**src/rtl/seg_scan_ctrl.sv**
```systemverilog
// ---------------------------------------------------------------------------
// seg_scan_ctrl
//
// Time-multiplexed driver for a row of 7-segment digits with a double-buffered
// content register, optional leading-zero suppression and PWM brightness.
//
// A prescaler produces a "tick" every scan_div+1 cycles. Each tick moves the
// scan to the next digit, and wrapping back to digit 0 marks a frame boundary.
// New content is written into a pending buffer through a load/ready handshake.
// It is promoted to the active buffer only at a frame boundary, so a frame
// never shows a mix of old and new content.
//
// Ports
//   clk          system clock, rising edge
//   rst          synchronous reset, active low
//   scan_div     slot length minus one, in clk cycles
//   bright       brightness duty code (0 = dark, F = full on)
//   load         write request for din / dp_in / blank_in
//   ready        pending buffer free; load is accepted only while high
//   din          hex nibbles, digit i = din[4i+3:4i]
//   dp_in        per-digit decimal point
//   blank_in     per-digit forced blank
//   lz_suppress  leading-zero suppression enable
//   an           anode enables (registered, polarity per AN_ACTIVE_LOW)
//   seg          segments gfedcba (registered, polarity per SEG_ACTIVE_LOW)
//   dp           decimal point (registered, polarity per SEG_ACTIVE_LOW)
//   digit_idx    index of the digit currently being scanned
// ---------------------------------------------------------------------------
module seg_scan_ctrl #(
    parameter int DIGITS         = 8,
    parameter int PRESC_W        = 20,
    parameter bit AN_ACTIVE_LOW  = 1'b1,
    parameter bit SEG_ACTIVE_LOW = 1'b1
) (
    input  logic                       clk,
    input  logic                       rst,
    input  logic [PRESC_W-1:0]         scan_div,
    input  logic [3:0]                 bright,
    input  logic                       load,
    output logic                       ready,
    input  logic [4*DIGITS-1:0]        din,
    input  logic [DIGITS-1:0]          dp_in,
    input  logic [DIGITS-1:0]          blank_in,
    input  logic                       lz_suppress,
    output logic [DIGITS-1:0]          an,
    output logic [6:0]                 seg,
    output logic                       dp,
    output logic [$clog2(DIGITS)-1:0]  digit_idx
);

    localparam int                IDX_W    = $clog2(DIGITS);
    localparam logic [IDX_W-1:0]  LAST_IDX = IDX_W'(DIGITS - 1);
    localparam logic [DIGITS-1:0] AN_OFF   = AN_ACTIVE_LOW ? '1 : '0;
    localparam logic [6:0]        SEG_OFF  = SEG_ACTIVE_LOW ? '1 : '0;
    localparam logic              DP_OFF   = SEG_ACTIVE_LOW;

    // Hex digit to active-high gfedcba pattern.
    function automatic logic [6:0] hex_to_seg(input logic [3:0] nib);
        case (nib)
            4'h0: return 7'h3F;
            4'h1: return 7'h06;
            4'h2: return 7'h5B;
            4'h3: return 7'h4F;
            4'h4: return 7'h66;
            4'h5: return 7'h6D;
            4'h6: return 7'h7D;
            4'h7: return 7'h07;
            4'h8: return 7'h7F;
            4'h9: return 7'h6F;
            4'hA: return 7'h77;
            4'hB: return 7'h7C;
            4'hC: return 7'h39;
            4'hD: return 7'h5E;
            4'hE: return 7'h79;
            4'hF: return 7'h71;
        endcase
    endfunction

    // Scan timing state
    logic [PRESC_W-1:0]  cnt_q, cnt_d;
    logic [IDX_W-1:0]    digit_idx_q, digit_idx_d;
    logic [3:0]          pwm_q, pwm_d;

    // Active (displayed) and pending (just loaded) content
    logic [4*DIGITS-1:0] act_din_q, act_din_d;
    logic [DIGITS-1:0]   act_dp_q, act_dp_d;
    logic [DIGITS-1:0]   act_blank_q, act_blank_d;
    logic [4*DIGITS-1:0] pend_din_q, pend_din_d;
    logic [DIGITS-1:0]   pend_dp_q, pend_dp_d;
    logic [DIGITS-1:0]   pend_blank_q, pend_blank_d;
    logic                pend_valid_q, pend_valid_d;
    logic                ready_q, ready_d;

    // Registered pin drivers
    logic [DIGITS-1:0]   an_q, an_d;
    logic [6:0]          seg_q, seg_d;
    logic                dp_q, dp_d;

    logic                tick;
    logic                frame_end;
    logic [DIGITS-1:0]   suppress;

    // Leading-zero suppression. zero_run[i] is set when digit i and every
    // digit above it hold nibble 0 and no digit above i lights its dp. The
    // digit's own dp does not stop it from blanking: a suppressed digit still
    // shows its dp, which is how a lone decimal point on a zero top digit is
    // displayed.
    always_comb begin
        logic [DIGITS:0] zero_run;
        logic [DIGITS:0] dp_ext;
        dp_ext           = {1'b0, act_dp_q};
        zero_run         = '0;
        zero_run[DIGITS] = 1'b1;
        for (int i = DIGITS - 1; i >= 0; i--) begin
            zero_run[i] = zero_run[i+1] && !dp_ext[i+1] && (act_din_q[4*i +: 4] == 4'h0);
        end
        suppress    = zero_run[DIGITS-1:0];
        suppress[0] = 1'b0;
        if (!lz_suppress) begin
            suppress = '0;
        end
    end

    // Prescaler, scan index, PWM and buffer handshake.
    // NOTE: every variable gets a default at the top of the block so that no
    // path leaves one unassigned, which would otherwise infer a latch.
    always_comb begin
        cnt_d        = cnt_q + 1'b1;
        digit_idx_d  = digit_idx_q;
        pwm_d        = pwm_q + 4'd1;
        act_din_d    = act_din_q;
        act_dp_d     = act_dp_q;
        act_blank_d  = act_blank_q;
        pend_din_d   = pend_din_q;
        pend_dp_d    = pend_dp_q;
        pend_blank_d = pend_blank_q;
        pend_valid_d = pend_valid_q;

        // ">=" rather than "==" so that lowering scan_div mid-slot ends the
        // slot on the next cycle instead of waiting for cnt to wrap.
        tick      = (cnt_q >= scan_div);
        frame_end = tick && (digit_idx_q == LAST_IDX);

        if (tick) begin
            cnt_d       = '0;
            digit_idx_d = frame_end ? '0 : digit_idx_q + 1'b1;
        end

        if (frame_end && pend_valid_q) begin
            act_din_d    = pend_din_q;
            act_dp_d     = pend_dp_q;
            act_blank_d  = pend_blank_q;
            pend_valid_d = 1'b0;
        end

        // Never overlaps the promotion above: ready_q is low whenever
        // pend_valid_q is high. A load landing on a boundary therefore waits
        // for the following boundary.
        if (load && ready_q) begin
            pend_din_d   = din;
            pend_dp_d    = dp_in;
            pend_blank_d = blank_in;
            pend_valid_d = 1'b1;
        end

        ready_d = !pend_valid_d;
    end

    // Pin drivers, computed from the current scan position and active buffer.
    always_comb begin
        logic [3:0]        cur_nib;
        logic              cur_blank;
        logic [6:0]        seg_on;
        logic [DIGITS-1:0] an_on;

        cur_nib   = act_din_q[{digit_idx_q, 2'b00} +: 4];
        cur_blank = act_blank_q[digit_idx_q] || suppress[digit_idx_q];
        seg_on    = cur_blank ? 7'h00 : hex_to_seg(cur_nib);

        an_on = '0;
        if (bright == 4'hF || pwm_q < bright) begin
            an_on[digit_idx_q] = 1'b1;
        end

        an_d  = AN_ACTIVE_LOW  ? ~an_on  : an_on;
        seg_d = SEG_ACTIVE_LOW ? ~seg_on : seg_on;
        dp_d  = SEG_ACTIVE_LOW ? !act_dp_q[digit_idx_q] : act_dp_q[digit_idx_q];
    end

    // NOTE: non-blocking assignments here so every flop samples the values
    // from before the edge, independent of statement order.
    always_ff @(posedge clk) begin
        if (!rst) begin
            cnt_q        <= '0;
            digit_idx_q  <= '0;
            pwm_q        <= '0;
            // NOTE: the content buffers are a handful of flops, not a RAM, so
            // they are reset; this is what guarantees reset discards pending
            // data. The active blank mask resets to all ones so a freshly
            // reset display stays dark until the first load is promoted.
            act_din_q    <= '0;
            act_dp_q     <= '0;
            act_blank_q  <= '1;
            pend_din_q   <= '0;
            pend_dp_q    <= '0;
            pend_blank_q <= '0;
            pend_valid_q <= 1'b0;
            ready_q      <= 1'b1;
            an_q         <= AN_OFF;
            seg_q        <= SEG_OFF;
            dp_q         <= DP_OFF;
        end else begin
            cnt_q        <= cnt_d;
            digit_idx_q  <= digit_idx_d;
            pwm_q        <= pwm_d;
            act_din_q    <= act_din_d;
            act_dp_q     <= act_dp_d;
            act_blank_q  <= act_blank_d;
            pend_din_q   <= pend_din_d;
            pend_dp_q    <= pend_dp_d;
            pend_blank_q <= pend_blank_d;
            pend_valid_q <= pend_valid_d;
            ready_q      <= ready_d;
            an_q         <= an_d;
            seg_q        <= seg_d;
            dp_q         <= dp_d;
        end
    end

    assign ready     = ready_q;
    assign an        = an_q;
    assign seg       = seg_q;
    assign dp        = dp_q;
    assign digit_idx = digit_idx_q;

endmodule
```
**config.mk**
```make
export PLATFORM = sky130hd
export DESIGN_NAME = seg_scan_ctrl
export DESIGN_NICKNAME = d
export VERILOG_FILES = /design/src/rtl/seg_scan_ctrl.sv
export SDC_FILE = /design/constraint.sdc
export NUM_CORES = 1
export LEC_CHECK = 0
export ABC_AREA = 1
export CORE_MARGIN = 4
export CORE_UTILIZATION = 50
export CTS_CLUSTER_DIAMETER = 30
export CTS_CLUSTER_SIZE = 24
export DETAILED_ROUTE_END_ITERATION = 7
export GPL_TIMING_DRIVEN = 0
export PLACE_DENSITY = 0.87
export SYNTH_ARGS = -nofsm -noshare
export SYNTH_HDL_FRONTEND = slang
export SYNTH_SLANG_ARGS = --single-unit
```
**constraint.sdc**
```tcl
create_clock -name clk -period 1.9 [get_ports clk]
set_clock_uncertainty 0.1 [all_clocks]
set_input_delay 0.285 -clock clk [delete_from_list [all_inputs] [get_ports clk]]
set_output_delay 0.285 -clock clk [all_outputs]
set_load 0.005 [all_outputs]
```
==> results of run 1 <==
placed cells by master, fill, tap and decap left out, types with 4 or more instances in the layout:
master	instances
nor3_1	9
xor2_1	11
dlygate4sd2_1	10
clkdlybuf4s50_1	81
ha_4	23
nand3_2	5
nand2_2	53
a21oi_1	57
nand3_1	27
buf_1	6
inv_2	25
nor2_4	8
ha_1	10
a21oi_2	4
dfxtp_2	9
xnor2_1	4
dfxtp_1	118
dfxtp_4	14
buf_6	18
inv_4	6
dlymetal6s2s_1	4
inv_1	150
clkinv_2	4
clkbuf_16	20
nand2_1	146
o21ai_1	6
nand2_4	12
buf_4	26
nor2_1	84
buf_8	5
o21ai_0	56
nor2_2	13
bufinv_16	5
clkbuf_1	23
o211ai_1	7
nand4_1	62
cell families after synthesis:
kind of cell | after synthesis
buffers and inverters | 229
AOI/OAI and AO/OA | 144
and+or+nand+nor | 430
adders and majority gates | 33
DFF | 141
xor gates and xnor gates | 15
layout make-up:
cell class	instances	area (um2)
diodes	1	2.50
repair buffers	138	1410
flip-flops and latches	141	2890
clock buffers	17	425
multi-input cells	622	3880
plain buffers	46	309
well taps	176	220
clock inverters	15	220
fillers	821	3290
inverters	182	706
power breakdown:
part | internal (mW) | switching [mW] | leakage [nW]
Combinational | 0.282 | 0.361 | 2.92
Clock | 2.33 | 1.35 | 0.313
Sequential | 3.04 | 0.0459 | 1.17
state kept, by name (all words and copies together) (netlist names):
signal        flops
act_din_q        32
pend_din_q       32
cnt_q            20
act_blank_q       8
act_dp_q          8
an                8
pend_blank_q      8
pend_dp_q         8
seg               7
pwm_q             4
digit_idx         3
dp                1
pend_valid_q      1
ready             1
worst min path at each step:
| stage | start | to | slack [ps] | depth (start not counted) |
|---|---|---|---|---|
| final | cnt_q[0] | cnt_q[0] | 320 | 1 |
| after global routing | cnt_q[0] | cnt_q[0] | 340 | 1 |
| after CTS | cnt_q[0] | cnt_q[0] | 320 | 1 |
| after detailed placement | cnt_q[0] | cnt_q[0] | 340 | 1 |
| after global placement | cnt_q[0] | cnt_q[0] | 330 | 1 |
| after floorplan | cnt_q[0] | cnt_q[0] | 320 | 1 |
metal layers:
metal / track usage, % / wire [um] / share of wire, % / up-vias
li1: - / - / - / 3473
met1: 29.2 / 8640 / 36 / 3441
met2: 44.3 / 11200 / 47 / 528
met3: 5.84 / 2430 / 10 / 165
met4: 13.5 / 1610 / 6.7 / 0
met5: 0 / 0 / 0 / -
what timing repair did:
item	CTS	global route
buffers inserted	23	15
endpoints found under the setup margin	90	98
pin swaps	58	48
hold endpoints to repair	0	0
cloned	6	3
resized for setup	178	120
hold buffers	0	0
==> flow_summary.json, run 1 <==
{
  "slew_headroom_pct": 38.0,
  "finalHoldViolations": 0,
  "place_inst": 1263,
  "port_buffers": 95,
  "vias": 7607,
  "stdcell_area_um2": 10100,
  "synth.most_common_cell": "nand2_1",
  "leakagePower_nw": 4.40,
  "remaining_drc_errors": 0,
  "fin_tns_setup_ps": -17910,
  "synth_compound_area_share_pct": 11.0,
  "synth_cell_types": 36,
  "drt_iter0_drc": 1098,
  "clock_sinks": 141,
  "initial_core_util_pct": 51.6,
  "cp_top_family": "simple AND/OR/NAND/NOR gates",
  "place.gp.congestion": 0.911,
  "ff2ff_setup_slack_ps": -310,
  "antenna_found_initial": 1,
  "r2r_cells": 12,
  "ys_ff_latch": 141,
  "synth_xor_area_share_pct": 1.91,
  "stdcell_count": 1338,
  "clock.fmax_mhz": 453,
  "path_cells": "ha_4 -> nand2_4 -> nor2_4 -> nand2_1 -> nor2_2 -> nand2_2 -> nand4_4 -> nand3_4 -> buf_12 -> buf_8 -> nand2_1 -> nand3_1",
  "synth_top_family_by_area": "simple AND/OR/NAND/NOR gates",
  "netlist_instances": 992,
  "clk_latency_ps": 430,
  "synth_flop_cell": "dfxtp_1",
  "violations": "setup timing",
  "dp_hpwl_mm": 12.6,
  "power_mw": 7.41,
  "postPlaceCellArea_um2": 8080,
  "setup_slack_ps": -307,
  "fin_util_pct": 75.3,
  "synth_nets": 1101,
  "ir_worst_vdd_mv": 0.675,
  "routedWlPerCell_um": 17.8,
  "ant_nets": 0,
  "gr-usage-all-layers_pct": 25.5,
  "die_h_um": 125,
  "synthesis.area_um2": 6890,
  "routed_wl_mm": 23.9,
  "worst_hold_slack_ps": 316,
  "cp-start-kind": "flip-flop",
  "ioPinCount": 96,
  "synth_enable_flop_cells": 0,
  "die_w_um": 125,
  "finalCritPeriodShare_pct": 116,
  "cp-startpoint": "cnt_q[19]",
  "critPathMostFrequentCell": "nand2_1",
  "netlist_top_cells_count": "nand2_1, inv_1, dfxtp_1, nor2_1, o21ai_0",
  "syn_area_per_cell_um2": 6.95,
  "arrival_ps": 2390,
  "tightest_slew_ps": 919,
  "grt_start_max_net_pins": 17,
  "status": "complete, but fails checks",
  "rr_endpoint": "act_blank_q[6]",
  "critPathSlowestCell": "dfxtp_2",
  "setup_violations": 91,
  "grt_pass1_wl_mm": 33.0,
  "hp-class": "flip-flop to flip-flop",
  "muxShareOfSynthArea_pct": 0,
  "criticalPathCategory": "flip-flop to flip-flop",
  "htree_num_levels": 4,
  "cap_violations": 0,
  "crit_path_max_incr_delay_ps": 350,
  "synthSimpleGateAreaFrac_pct": 27.2,
  "yosys_warnings": 0,
  "drive_gt1_share_pct": 23.9,
  "min_period_ps": 2210,
  "cp-endpoint": "act_blank_q[6]",
  "clk_pin_slew_worst_paths_ps": 60,
  "worst_setup_path_end_kind": "flip-flop",
  "grt_pass1_vias": 6964,
  "syn2layout_area_growth_pct": 45.9,
  "cts_buffer_depth": 2,
  "rr_startpoint": "cnt_q[19]",
  "cts_buffers": 17,
  "drv_slew": 0,
  "worst-path-stages": 12,
  "power_density_nw_per_um2": 737,
  "die-area_um2": 15700,
  "critical_path_buf_inv_count": 2,
  "crit_path_max_fanout": 6,
  "overflow": 0,
  "synth_area_leaders": "dfxtp_1, nand2_1, inv_1",
  "async_flop_share_pct": 0,
  "seq_area_frac_synth_pct": 41.0,
  "synthAdderAreaFrac_pct": 5.99,
  "rsz0062_at_grt": "yes",
  "fp-row-count": 42,
  "synth_top_area_cell": "dfxtp_1",
  "synth_top_area_share_pct": 41.0,
  "first_pass_iters": 7,
  "via_per_inst": 5.69,
  "cts-root-buf": "clkbuf_16",
  "cts_tree": "done",
  "fin_nets": 1257,
  "required_ps": 2090,
  "pre_cts_ws_ps": -978,
  "core_um2": 13300
}
Note: power is estimated with default switching activity, not from simulation.
==> run 2: changes to the inputs <==
--- a/config.mk
+++ b/config.mk
@@ -13,6 +13,7 @@
 export DETAILED_ROUTE_END_ITERATION = 7
 export GPL_TIMING_DRIVEN = 0
 export PLACE_DENSITY = 0.87
+export SLEW_MARGIN = 25
 export SYNTH_ARGS = -nofsm -noshare
 export SYNTH_HDL_FRONTEND = slang
 export SYNTH_SLANG_ARGS = --single-unit
==> results of run 2 <==
Final layout, timing and power as in run 1 (identical DEF).
